<file path="config.mk">
export PLATFORM = sky130hd
export DESIGN_NAME = jump_controller
export DESIGN_NICKNAME = d
export VERILOG_FILES = /design/src/rtl/jump_controller.sv
export SDC_FILE = /design/constraint.sdc
export NUM_CORES = 1
export LEC_CHECK = 0
export BUFFER_PORTS_ARGS = -buffer_cell sky130_fd_sc_hd__buf_2
export CORE_ASPECT_RATIO = 1.25
export CORE_MARGIN = 3
export CORE_UTILIZATION = 40
export CTS_CLUSTER_DIAMETER = 30
export DETAILED_ROUTE_END_ITERATION = 10
export SLEW_MARGIN = 10
export SYNTH_ARGS = -nofsm -noshare
export SYNTH_HDL_FRONTEND = slang
export SYNTH_SLANG_ARGS = --single-unit
</file>
<file path="constraint.sdc">
create_clock -name clk -period 2.95 [get_ports clk]
set_clock_uncertainty 0.2 [all_clocks]
set_input_delay 0.295 -clock clk [delete_from_list [all_inputs] [get_ports clk]]
set_output_delay 0.295 -clock clk [all_outputs]
set_load 0.03 [all_outputs]
</file>
<file path="src/rtl/jump_controller.sv">
// Dino jump trajectory controller: IDLE -> ASCEND -> HANG -> DESCEND -> IDLE, advancing on game ticks.
// Optional macro JUMP_BUFFER_EN: an edge seen while descending is kept and fires right after landing.
`timescale 1ns/1ps
module jump_controller #(
    parameter int unsigned GROUND_Y    = 200,
    parameter int unsigned JUMP_HEIGHT = 64,
    parameter int unsigned RISE_STEP   = 8,
    parameter int unsigned FALL_STEP   = 8,
    parameter int unsigned HANG_TICKS  = 4
) (
    input  logic       clk,
    input  logic       rst,
    input  logic       tick,
    input  logic       jump_pressed,
    input  logic       game_active,
    output logic [9:0] dino_y,
    output logic       airborne,
    output logic       jump_start,
    output logic [1:0] state
);

    typedef enum logic [1:0] {
        IDLE    = 2'd0,
        ASCEND  = 2'd1,
        HANG    = 2'd2,
        DESCEND = 2'd3
    } state_t;

    localparam logic [9:0] GROUND_Y10 = 10'(GROUND_Y);
    localparam logic [7:0] APEX       = 8'(JUMP_HEIGHT);
    localparam logic [8:0] RISE9      = 9'(RISE_STEP);
    localparam logic [8:0] FALL9      = 9'(FALL_STEP);
    localparam logic [8:0] HANG9      = 9'(HANG_TICKS);

    state_t     r_state;
    logic [7:0] r_height;
    logic [7:0] r_hang_cnt;
    logic       r_pending;
    logic       r_jump_prev;
    logic [9:0] r_dino_y;

    state_t     w_state_next;
    logic [7:0] w_height_next;
    logic [7:0] w_hang_next;
    logic       w_pending_next;
    logic       w_jump_start;
    logic       w_edge;
    logic       w_request;
    logic [8:0] w_rise_sum;
    logic [8:0] w_hang_inc;
    logic [8:0] w_height9;

    assign w_edge     = jump_pressed & ~r_jump_prev;
    assign w_request  = r_pending | w_edge;
    assign w_height9  = {1'b0, r_height};
    // 9-bit sum so a large RISE_STEP near the apex cannot wrap before the clamp
    assign w_rise_sum = w_height9 + RISE9;
    assign w_hang_inc = {1'b0, r_hang_cnt} + 9'd1;

    always_comb begin
        w_state_next   = r_state;
        w_height_next  = r_height;
        w_hang_next    = r_hang_cnt;
        w_pending_next = r_pending | w_edge;
        w_jump_start   = 1'b0;

        if (!game_active) begin
            w_state_next   = IDLE;
            w_height_next  = 8'd0;
            w_hang_next    = 8'd0;
            w_pending_next = 1'b0;
        end else if (tick) begin
            case (r_state)
                IDLE: begin
                    if (w_request) begin
                        w_state_next   = ASCEND;
                        w_pending_next = 1'b0;
                        w_jump_start   = 1'b1;
                    end
                end
                ASCEND: begin
                    w_pending_next = 1'b0;
                    if (w_rise_sum >= {1'b0, APEX}) begin
                        w_height_next = APEX;
                        w_state_next  = HANG;
                        w_hang_next   = 8'd0;
                    end else begin
                        w_height_next = w_rise_sum[7:0];
                    end
                end
                HANG: begin
                    w_pending_next = 1'b0;
                    w_hang_next    = w_hang_inc[7:0];
                    if (w_hang_inc >= HANG9) begin
                        w_state_next = DESCEND;
                    end
                end
                DESCEND: begin
`ifdef JUMP_BUFFER_EN
                    w_pending_next = r_pending | w_edge;
`else
                    w_pending_next = 1'b0;
`endif
                    if (w_height9 <= FALL9) begin
                        w_height_next = 8'd0;
                        w_state_next  = IDLE;
                    end else begin
                        w_height_next = 8'(w_height9 - FALL9);
                    end
                end
                default: begin
                    w_state_next = IDLE;
                end
            endcase
        end
    end

    always_ff @(posedge clk) begin
        if (rst) begin
            r_state     <= IDLE;
            r_height    <= 8'd0;
            r_hang_cnt  <= 8'd0;
            r_pending   <= 1'b0;
            r_jump_prev <= 1'b0;
            r_dino_y    <= GROUND_Y10;
        end else begin
            r_state     <= w_state_next;
            r_height    <= w_height_next;
            r_hang_cnt  <= w_hang_next;
            r_pending   <= w_pending_next;
            r_jump_prev <= jump_pressed;
            r_dino_y    <= GROUND_Y10 - {2'b00, w_height_next};
        end
    end

    assign dino_y     = r_dino_y;
    assign airborne   = (r_state != IDLE);
    assign jump_start = w_jump_start & ~rst;
    assign state      = r_state;

endmodule

</file>
==> impl_results.md, run 1 <==
* Synth area leader: dfxtp_1
* DRT antenna net count at 0
* Met3 usage at 0.02289
* Root Driver: clkbuf_8
* Share of the synthesized area in the top cell type at 0.3373
* Max-cap violations at 0
* Crit Path Max Fanout at 8
* Status: finished, final reports clean
* Max Freq at 368.8 MHz
* WP data required at 2960 ps
* Die area at 4968 um^2
* P&R area growth vs syn at 9.789%
* Diode count at 0
* Critical path launch point type: flop
* Worst VDD drop at 0.1748 mV
* Cell Area, Synth at 1662 um^2
* CORE AREA at 3879 um^2
* DRC errors left at 0
* Avg WL per Cell at 13.16 um
* Cell variety after synth at 54
* Setup TNS at 0 ps
* Final Max Slew Viols at 0
* Port Buffers at 18
* First-pass GRT wire length at 6134 um
* DR vias at 1389
* Fin nets at 224
* Post-synth net total at 212
* Top FF cell, synth: dfxtp_1
* Routability cong. at 0.8833
* Worst hold margin at 62.44 ps
* PD cells at 366.6 nW/um^2
* Share of cells above drive strength 1 at 0.1643
* Vias in the first global route at 1323
* Post-CTS Setup Inserts at 0
* Ys Warns at 0
* Mean area per synthesized cell at 8.478 um^2
* Sequential fraction of the synthesis area at 0.3373
* Total grt overflow at 0
* Final WS setup at 238.5 ps
* CTS tree: done
* Post-synth top cells: dfxtp_1, nor2_1, a21oi_1
* Async SR Flop Fraction at 0
* RSZ-0062 raised after global routing: false
* Final WL at 3435 um
* Initial antenna violation count at 0
* GR Util met2 at 0.2278
* Synth Register Bits at 28
* Final setup violation count at 0
* Most frequent cell after synthesis: dfxtp_1
* Ports at 19
* Kind of critical path: reg2reg
* Final Core Density at 0.4703
* CP endpoint kind: flop
* GRT Util Overall at 0.1485
* Worst endpoint data arrival time at 2720 ps
* Final Cycle Share at 0.9192
* Synthesized instance count at 196
* Leakage at 0.7009 nW
* Total CTS buffers at 3
* Initial Utilization at 0.4284
* Busiest grt layer: met2
* Worst-Skew Late Latency at 270 ps
* CTS sink count at 28
* Final Power at 668.8 uW
* Die width at 63.65 um
* Die height at 78.06 um
* Via/cell ratio at 5.322
* Clk buf depth at 2
* Min Clock Period, post-route at 2712 ps
* Largest net degree at the start of global routing at 16
* Final hold violations at 0
* Rows at 25
* Relative slew slack at 0.5937
* 1st-iter DRT viols at 96
* Pre-CTS setup slack at 282.0 ps
* Post-synth EDFFs at 0
* Clock slew at reported path FFs at 100 ps
* First-pass DRT Iterations at 4
* Hold WC Path Type: in2reg
* Synth area leaders: dfxtp_1, ha_1, nor2_1, a21oi_1, nand3b_1
* Actual slew at the worst max-slew pin at 609.5 ps
* Met1 Resource Use GR at 0.2049
* H-tree levels at 1
* DPL Wire Length at 2585 um
[stage by stage]
| step | instances | instance area, um^2 |
|---|---|---|
| after global routing | 261 | 1824 |
| final | 261 | 1824 |
| after global placement | 257 | 1767 |
| after CTS | 261 | 1822 |
| after floorplan | 196 | 1662 |
| after detailed placement | 257 | 1767 |
[sequential cells by signal, indices dropped and copies added (netlist names)]
| signal | flops |
|---|---|
| r_jump_prev | 1 |
| r_height | 8 |
| r_hang_cnt | 8 |
| state | 2 |
| r_pending | 1 |
| dino_y | 8 |
[logic make-up (layout without fill, tap and decap cells)]
| kind of cell | after synthesis | after routing | synth area share |
|---|---|---|---|
| AO/OA/AOI/OAI | 49 | 49 | 0.1950 |
| XOR/XNOR | 5 | 5 | 0.02636 |
| adder cells (fa/ha/maj) | 11 | 11 | 0.08283 |
| buffers and inverters | 19 | 30 | 0.04969 |
| flip-flops | 28 | 28 | 0.3374 |
| multiplexers | 5 | 5 | 0.03313 |
| AND/OR/NAND/NOR | 79 | 79 | 0.2756 |
[path summary, 6_finish.rpt]
path,start,endpoint,slack [ps],cells past startpoint
max,r_height[4],dino_y[6],240,10
min reg2reg,r_hang_cnt[7],r_hang_cnt[7],300,2
min,jump_pressed,r_jump_prev,60,2
max reg2reg,r_height[4],dino_y[6],240,10
[layer usage]
layer | up-vias | wire length [um]
met1 | 634 | 1748
met4 | 0 | 85
li1 | 722 | -
met2 | 25 | 1508
met3 | 8 | 93
met5 | - | 0
[where the power goes]
| part | internal [mW] | leakage, nW | switching (mW) |
|---|---|---|---|
| Clock | 0.120 | 0.0288 | 0.119 |
| Combinational | 0.0166 | 0.446 | 0.0317 |
| Sequential | 0.380 | 0.226 | 0.00178 |
[cells in the final DEF (no fill, tap or decap), types with 2 or more instances in the layout]
cell type  instances
a31o_2             2
nor2b_1            3
nor4_1             2
nand3_1            5
and4_1             2
nor2_1            21
o21a_1             2
xnor2_1            3
a31oi_1            4
nor3_1             6
dfxtp_1           28
buf_2             18
xor2_1             2
a21oi_1           14
nand2_1            7
or3_1              3
inv_1              8
nand3b_1           8
ha_1              10
mux2i_1            3
nand2b_1           2
o21ai_0           11
and3_1             4
o31ai_1            2
and2_1             5
clkbuf_8           4
[what timing repair did]
item / 4_1_cts / 5_1_grt
hold buffers: 0 / 0
endpoints found under the hold margin: 0 / 0
endpoints found under the setup margin: 0 / 1
gates resized for setup: 0 / 1
[worst max-delay path, cell delays in order, from the launching register on]
cell,delay (ps)
dfxtp_1,460
inv_1,110
ha_1,180
nor4b_1,160
o21a_1,240
a31oi_1,280
nand2_1,100
ha_1,220
nor2b_1,150
o311ai_1,330
mux2i_1,220
[layout make-up]
type                    count  area [um^2]
clock buffers               4        55.05
flip-flops and latches     28        560.5
repair buffers             18        90.09
fillers                   417         2054
inverters                   8        30.03
well taps                  54        67.56
multi-input cells         149         1021
Note: power is estimated with default switching activity, not from simulation.
==> run 2, diff against run 1 <==
--- a/config.mk
+++ b/config.mk
@@ -8,7 +8,7 @@
 export BUFFER_PORTS_ARGS = -buffer_cell sky130_fd_sc_hd__buf_2
 export CORE_ASPECT_RATIO = 1.25
 export CORE_MARGIN = 3
-export CORE_UTILIZATION = 40
+export CORE_UTILIZATION = 30
 export CTS_CLUSTER_DIAMETER = 30
 export DETAILED_ROUTE_END_ITERATION = 10
 export SLEW_MARGIN = 10
==> run 2 against run 1 <==
Compared with the run above: register-to-register slack improved by 60 ps; final area is 1.6% higher; fmax up 2.3%; final cell count is 3.1% higher; power grew 11%; routed wire length rose by 4.2%; sequential power barely moved; via count increased by 1.2%; largest power group unchanged.
==> impl_results.md, run 2 (synthesized netlist as in run 1, its figures left out) <==
* Ports at 19 (unchanged)
* Relative slew slack at 0.6289 (+0.03525)
* Min Clock Period, post-route at 2650 ps (-61.76 ps)
* Max Freq at 377.4 MHz (+2.3%)
* Avg WL per Cell at 13.31 um (+1.1%)
* P&R area growth vs syn at 11.52%
* Final hold violations at 0 (unchanged)
* RSZ-0062 raised after global routing: false
* Crit Path Max Fanout at 8 (unchanged)
* Critical path launch point type: flop
* Die height at 89.21 um (+14%)
* Clock slew at reported path FFs at 100 ps (about the same)
* Most frequent cells in the layout: dfxtp_1, nor2_1, buf_2
* Initial antenna violation count at 0 (unchanged)
* Bufs and invs on worst path at 1 (unchanged)
* CTS tree: done
* Post-CTS Setup Inserts at 0 (unchanged)
* Fin nets at 224 (unchanged)
* CP max-delay cell: dfxtp_1
* Largest net degree at the start of global routing at 17 (+1)
* Worst-Skew Late Latency at 280 ps (about the same)
* Hold_sp: jump_pressed
* FF-to-FF Start: state[1]
* CP Launch Point: state[1]
* CTS resizes at 0 (unchanged)
* 1st-iter DRT viols at 79 (-18%)
* Final Power at 741.0 uW (+11%)
* Diode count at 0 (unchanged)
* Delay-heaviest family, CP: compound AO/OA/AOI/OAI gates
* Via/cell ratio at 5.227 (-1.8%)
* CP peak stage delay at 370 ps (-90 ps)
* DRC errors left at 0 (unchanged)
* Final Cycle Share at 0.8982 (-0.02094)
* Kind of critical path: reg2reg
* Leakage at 0.7089 nW (+1.1%)
* Clk buf depth at 2 (unchanged)
* Hold WC Path Type: in2reg
* Routability cong. at 0.8101 (-8.3%)
* DR vias at 1406 (+1.2%)
* Commonest non-fill, non-tap cell in the layout: dfxtp_1
* Crit-path cells: inv_1 > ha_2 > nor3b_4 > mux2i_2 > a31oi_1 > nand2_1 > ha_1 > nor2b_1 > o311ai_1 > mux2i_1
* Worst endpoint data arrival time at 2660 ps (-60 ps)
* Setup TNS at 0 ps (unchanged)
* Total CTS buffers at 3 (unchanged)
* CP endpoint kind: flop
* Max-cap violations at 0 (unchanged)
* PD cells at 399.9 nW/um^2 (+9.1%)
* CTS sink count at 28 (unchanged)
* Final setup violation count at 0 (unchanged)
* Final Max Slew Viols at 0 (unchanged)
* H-tree levels at 1 (unchanged)
* Final WL at 3580 um (+4.2%)
* CORE AREA at 5225 um^2 (+35%)
* Initial Utilization at 0.3180 (-0.1104)
* Vias in the first global route at 1311 (-0.91%)
* Actual slew at the worst max-slew pin at 552.9 ps (-56.58 ps)
* First-pass DRT Iterations at 4 (unchanged)
* Rows at 29 (+16%)
* WP data required at 2960 ps (about the same)
* Worst VDD drop at 0.2307 mV (+32%)
* Share of cells above drive strength 1 at 0.1739 (+0.009662)
* Die width at 72.57 um (+14%)
* DPL Wire Length at 2621 um (+1.4%)
* Port Buffers at 18 (unchanged)
* GRT Util Overall at 0.1172 (-0.03131)
* First-pass GRT wire length at 6175 um (+0.67%)
* Total grt overflow at 0 (unchanged)
* Status: finished, final reports clean
* Root Driver: clkbuf_8
* Worst hold margin at 43.23 ps (-19.21 ps)
* Die area at 6473 um^2 (+30%)
* DRT antenna net count at 0 (unchanged)
* # hold bufs at CTS at 0 (unchanged)
==> run 2: layout make-up <==
cell class              count  area, um^2
flip-flops and latches     28       563.0
fillers                   569        3372
clock buffers               3       41.29
clock inverters             1       30.03
inverters                   8       30.03
repair buffers             18       90.09
well taps                  62       77.57
multi-input cells         149        1021
==> run 2: per-stage QoR <==
stage               worst slack (ps)  instance area [um^2]  cells  utilization
finish                         300.2                  1853    269       0.3546
global route                   20.23                  1853    269       0.3546
CTS                            197.5                  1848    269       0.3537
detailed placement             233.7                  1777    265       0.3400
global placement               296.8                  1777    265       0.3400
floorplan                      322.8                  1662    196            -
==> run 2: power breakdown <==
part	total [mW]	leakage, nW	switching [mW]	internal [mW]
clock	0.310	0.0357	0.128	0.182
sequential	0.382	0.227	0.00193	0.380
combinational	0.0490	0.446	0.0324	0.0166
total	0.741	0.709	0.162	0.579
==> run 2: path summary, 6_finish.rpt <==
| path | to | slack (ps) | cells after the start |
|---|---|---|---|
| setup / recovery | dino_y[6] | 300 | 10 |
| hold / removal | r_jump_prev | 40 | 2 |
| setup reg to reg | dino_y[6] | 300 | 10 |
| hold reg to reg | r_hang_cnt[7] | 300 | 2 |
==> run 2: worst reg2reg max path, stage by stage (launching register included) <==
cell and delay [ps]:
dfxtp_1 370, inv_1 110, ha_2 270, nor3b_4 210, mux2i_2 160, a31oi_1 250
nand2_1 90, ha_1 220, nor2b_1 140, o311ai_1 330, mux2i_1 220
==> run 2: per-layer routing <==
layer / global-route usage / wire, um / share of wire
met3: 0.02025 / 126 / 0.035
met4: 0.02517 / 31 / 0.0087
met5: 0 / 0 / 0
met1: 0.1510 / 1755 / 0.49
met2: 0.2044 / 1667 / 0.47
==> run 3, diff against run 2 <==
--- a/config.mk
+++ b/config.mk
@@ -6,11 +6,14 @@
 export NUM_CORES = 1
 export LEC_CHECK = 0
 export BUFFER_PORTS_ARGS = -buffer_cell sky130_fd_sc_hd__buf_2
+export CELL_PAD_IN_SITES_DETAIL_PLACEMENT = 0
+export CELL_PAD_IN_SITES_GLOBAL_PLACEMENT = 2
 export CORE_ASPECT_RATIO = 1.25
 export CORE_MARGIN = 3
 export CORE_UTILIZATION = 30
 export CTS_CLUSTER_DIAMETER = 30
 export DETAILED_ROUTE_END_ITERATION = 10
+export PLACE_DENSITY_LB_ADDON = 0.1
 export SLEW_MARGIN = 10
 export SYNTH_ARGS = -nofsm -noshare
 export SYNTH_HDL_FRONTEND = slang
==> run 3 against run 2 <==
Compared with the run above: via count increased by 1.4%; highest routed layer unchanged; non-clock buffer count rose by 1; die area unchanged; power shrank 0.17%; critical path type unchanged; register-to-register slack worse by 60 ps; fmax is 2.2% lower.
==> impl_results.md, run 3 (synthesized netlist as in run 1, its figures left out) <==
* DRC errors left at 0 (unchanged)
* Die area at 6473 um^2 (unchanged)
* Worst endpoint data arrival time at 2720 ps (+60 ps)
* Total CTS buffers at 3 (unchanged)
* Vias in the first global route at 1406 (+7.2%)
* GRT Util Overall at 0.1294 (+0.01221)
* Ports at 19 (unchanged)
* WP data required at 2960 ps (about the same)
* Final setup violation count at 0 (unchanged)
* Clock slew at reported path FFs at 100 ps (about the same)
* Actual slew at the worst max-slew pin at 591.2 ps (+38.30 ps)
* Relative slew slack at 0.6059 (-0.02306)
* Critical path launch point type: flop
* First-pass GRT wire length at 6651 um (+7.7%)
* Worst-Skew Late Latency at 280 ps (about the same)
* Hold WC Path Type: in2reg
* Commonest non-fill, non-tap cell in the layout: dfxtp_1
* Max-cap violations at 0 (unchanged)
* Diode count at 0 (unchanged)
* Crit Path Max Fanout at 8 (unchanged)
* DPL Wire Length at 3037 um (+16%)
* Final Power at 739.8 uW (-0.17%)
* Port Buffers at 18 (unchanged)
* Delay-heaviest family, CP: compound AO/OA/AOI/OAI gates
* Crit-path most repeated cell: ha_1
* Setup TNS at 0 ps (unchanged)
* Via/cell ratio at 5.281 (+1.0%)
* DRT antenna net count at 0 (unchanged)
* Worst hold margin at 40.55 ps (-2.677 ps)
* RSZ-0062 raised after global routing: false
* CTS sink count at 28 (unchanged)
* Rows at 29 (unchanged)
* CP peak stage delay at 480 ps (+110 ps)
* First-pass DRT Iterations at 4 (unchanged)
* Share of cells above drive strength 1 at 0.1683 (-0.005644)
* Total grt overflow at 0 (unchanged)
* Kind of critical path: reg2reg
* H-tree levels at 1 (unchanged)
* CTS tree: done
* Largest net degree at the start of global routing at 17 (unchanged)
* Fin nets at 225 (+0.45%)
* Bufs and invs on worst path at 1 (unchanged)
* Final WS setup at 240.7 ps (-59.56 ps)
* Die height at 89.21 um (unchanged)
* 1st-iter DRT viols at 59 (-25%)
* Worst VDD drop at 0.1392 mV (-40%)
* Avg WL per Cell at 14.50 um (+9.0%)
* CP max-delay cell: dfxtp_1
* Max Freq at 369.1 MHz (-2.2%)
* Clk buf depth at 2 (unchanged)
* PD cells at 398.1 nW/um^2 (-0.43%)
* Final WL at 3916 um (+9.4%)
* DR vias at 1426 (+1.4%)
* Crit-path cells: inv_1 > ha_1 > nor4b_1 > o21a_1 > a31oi_1 > nand2_1 > ha_1 > nor2b_1 > o311ai_1 > mux2i_1
* Routability cong. at 0.8370 (+3.3%)
* CP endpoint kind: flop
* CORE AREA at 5225 um^2 (unchanged)
* Final hold violations at 0 (unchanged)
* Most frequent cells in the layout: dfxtp_1, nor2_1, buf_2
* Root Driver: clkbuf_8
* Initial Utilization at 0.3180 (unchanged)
* P&R area growth vs syn at 11.82%
* Final Cycle Share at 0.9184 (+0.02019)
* Initial antenna violation count at 0 (unchanged)
* Final Max Slew Viols at 0 (unchanged)
* Status: finished, final reports clean
* Die width at 72.57 um (unchanged)
* Min Clock Period, post-route at 2709 ps (+59.56 ps)
* Pre-CTS setup slack at 220.4 ps (-13.27 ps)
* Leakage at 0.7133 nW (+0.62%)
## run 3: changes by cell type in the layout (fill, tap and decap cells not counted)
cell     change
dfxtp_1      +2
dfxtp_2      -2
buf_4        +1
## run 3: power by group
part | internal [mW] | switching [mW]
Combinational | 0.0170 | 0.0327
Clock | 0.182 | 0.126
Sequential | 0.380 | 0.00181
## run 3: area by class of cell
type,instances,area (um^2)
inverters,8,30.03
clock buffers,3,41.29
fillers,561,3367
clock inverters,1,30.03
repair buffers,19,97.59
multi-input cells,149,1021
well taps,62,77.57
flip-flops and latches,28,560.5
## run 3: worst paths after layout
| kind | from | end | slack (ps) | cells after the start |
|---|---|---|---|---|
| worst max-delay path | r_height[4] | dino_y[6] | 240 | 10 |
| worst min-delay path | jump_pressed | r_jump_prev | 40 | 2 |
| worst min register to register | r_hang_cnt[7] | r_hang_cnt[7] | 290 | 2 |
| worst max register to register | r_height[4] | dino_y[6] | 240 | 10 |
## run 3: what timing repair did
item                                    in CTS  in global routing
hold buffers                                 0                  0
endpoints found under the setup margin       0                  1
buffers inserted                             0                  0
resized for setup                            0                  1
## run 3: worst register-to-register path, stage by stage, from the launching register on
cell and delay (ps):
dfxtp_1 480, inv_1 100, ha_1 180, nor4b_1 150, o21a_1 250, a31oi_1 270, nand2_1 90, ha_1 220
nor2b_1 140, o311ai_1 350, mux2i_1 220
## run 3: metal layers
metal  routed length [um]  vias up  global-route usage
met3                   97        4             0.01912
li1                     -      723                   -
met4                   53        0             0.05034
met1                 1646      679              0.1404
met5                    0        -                   0
met2                 2118       20              0.2488
## run 3: per-stage QoR
step	util	instances	instance area [um^2]
floorplan	-	196	1662
global placement	0.3415	266	1784
detailed placement	0.3415	266	1784
CTS	0.3551	270	1856
global route	0.3556	270	1858
finish	0.3556	270	1858
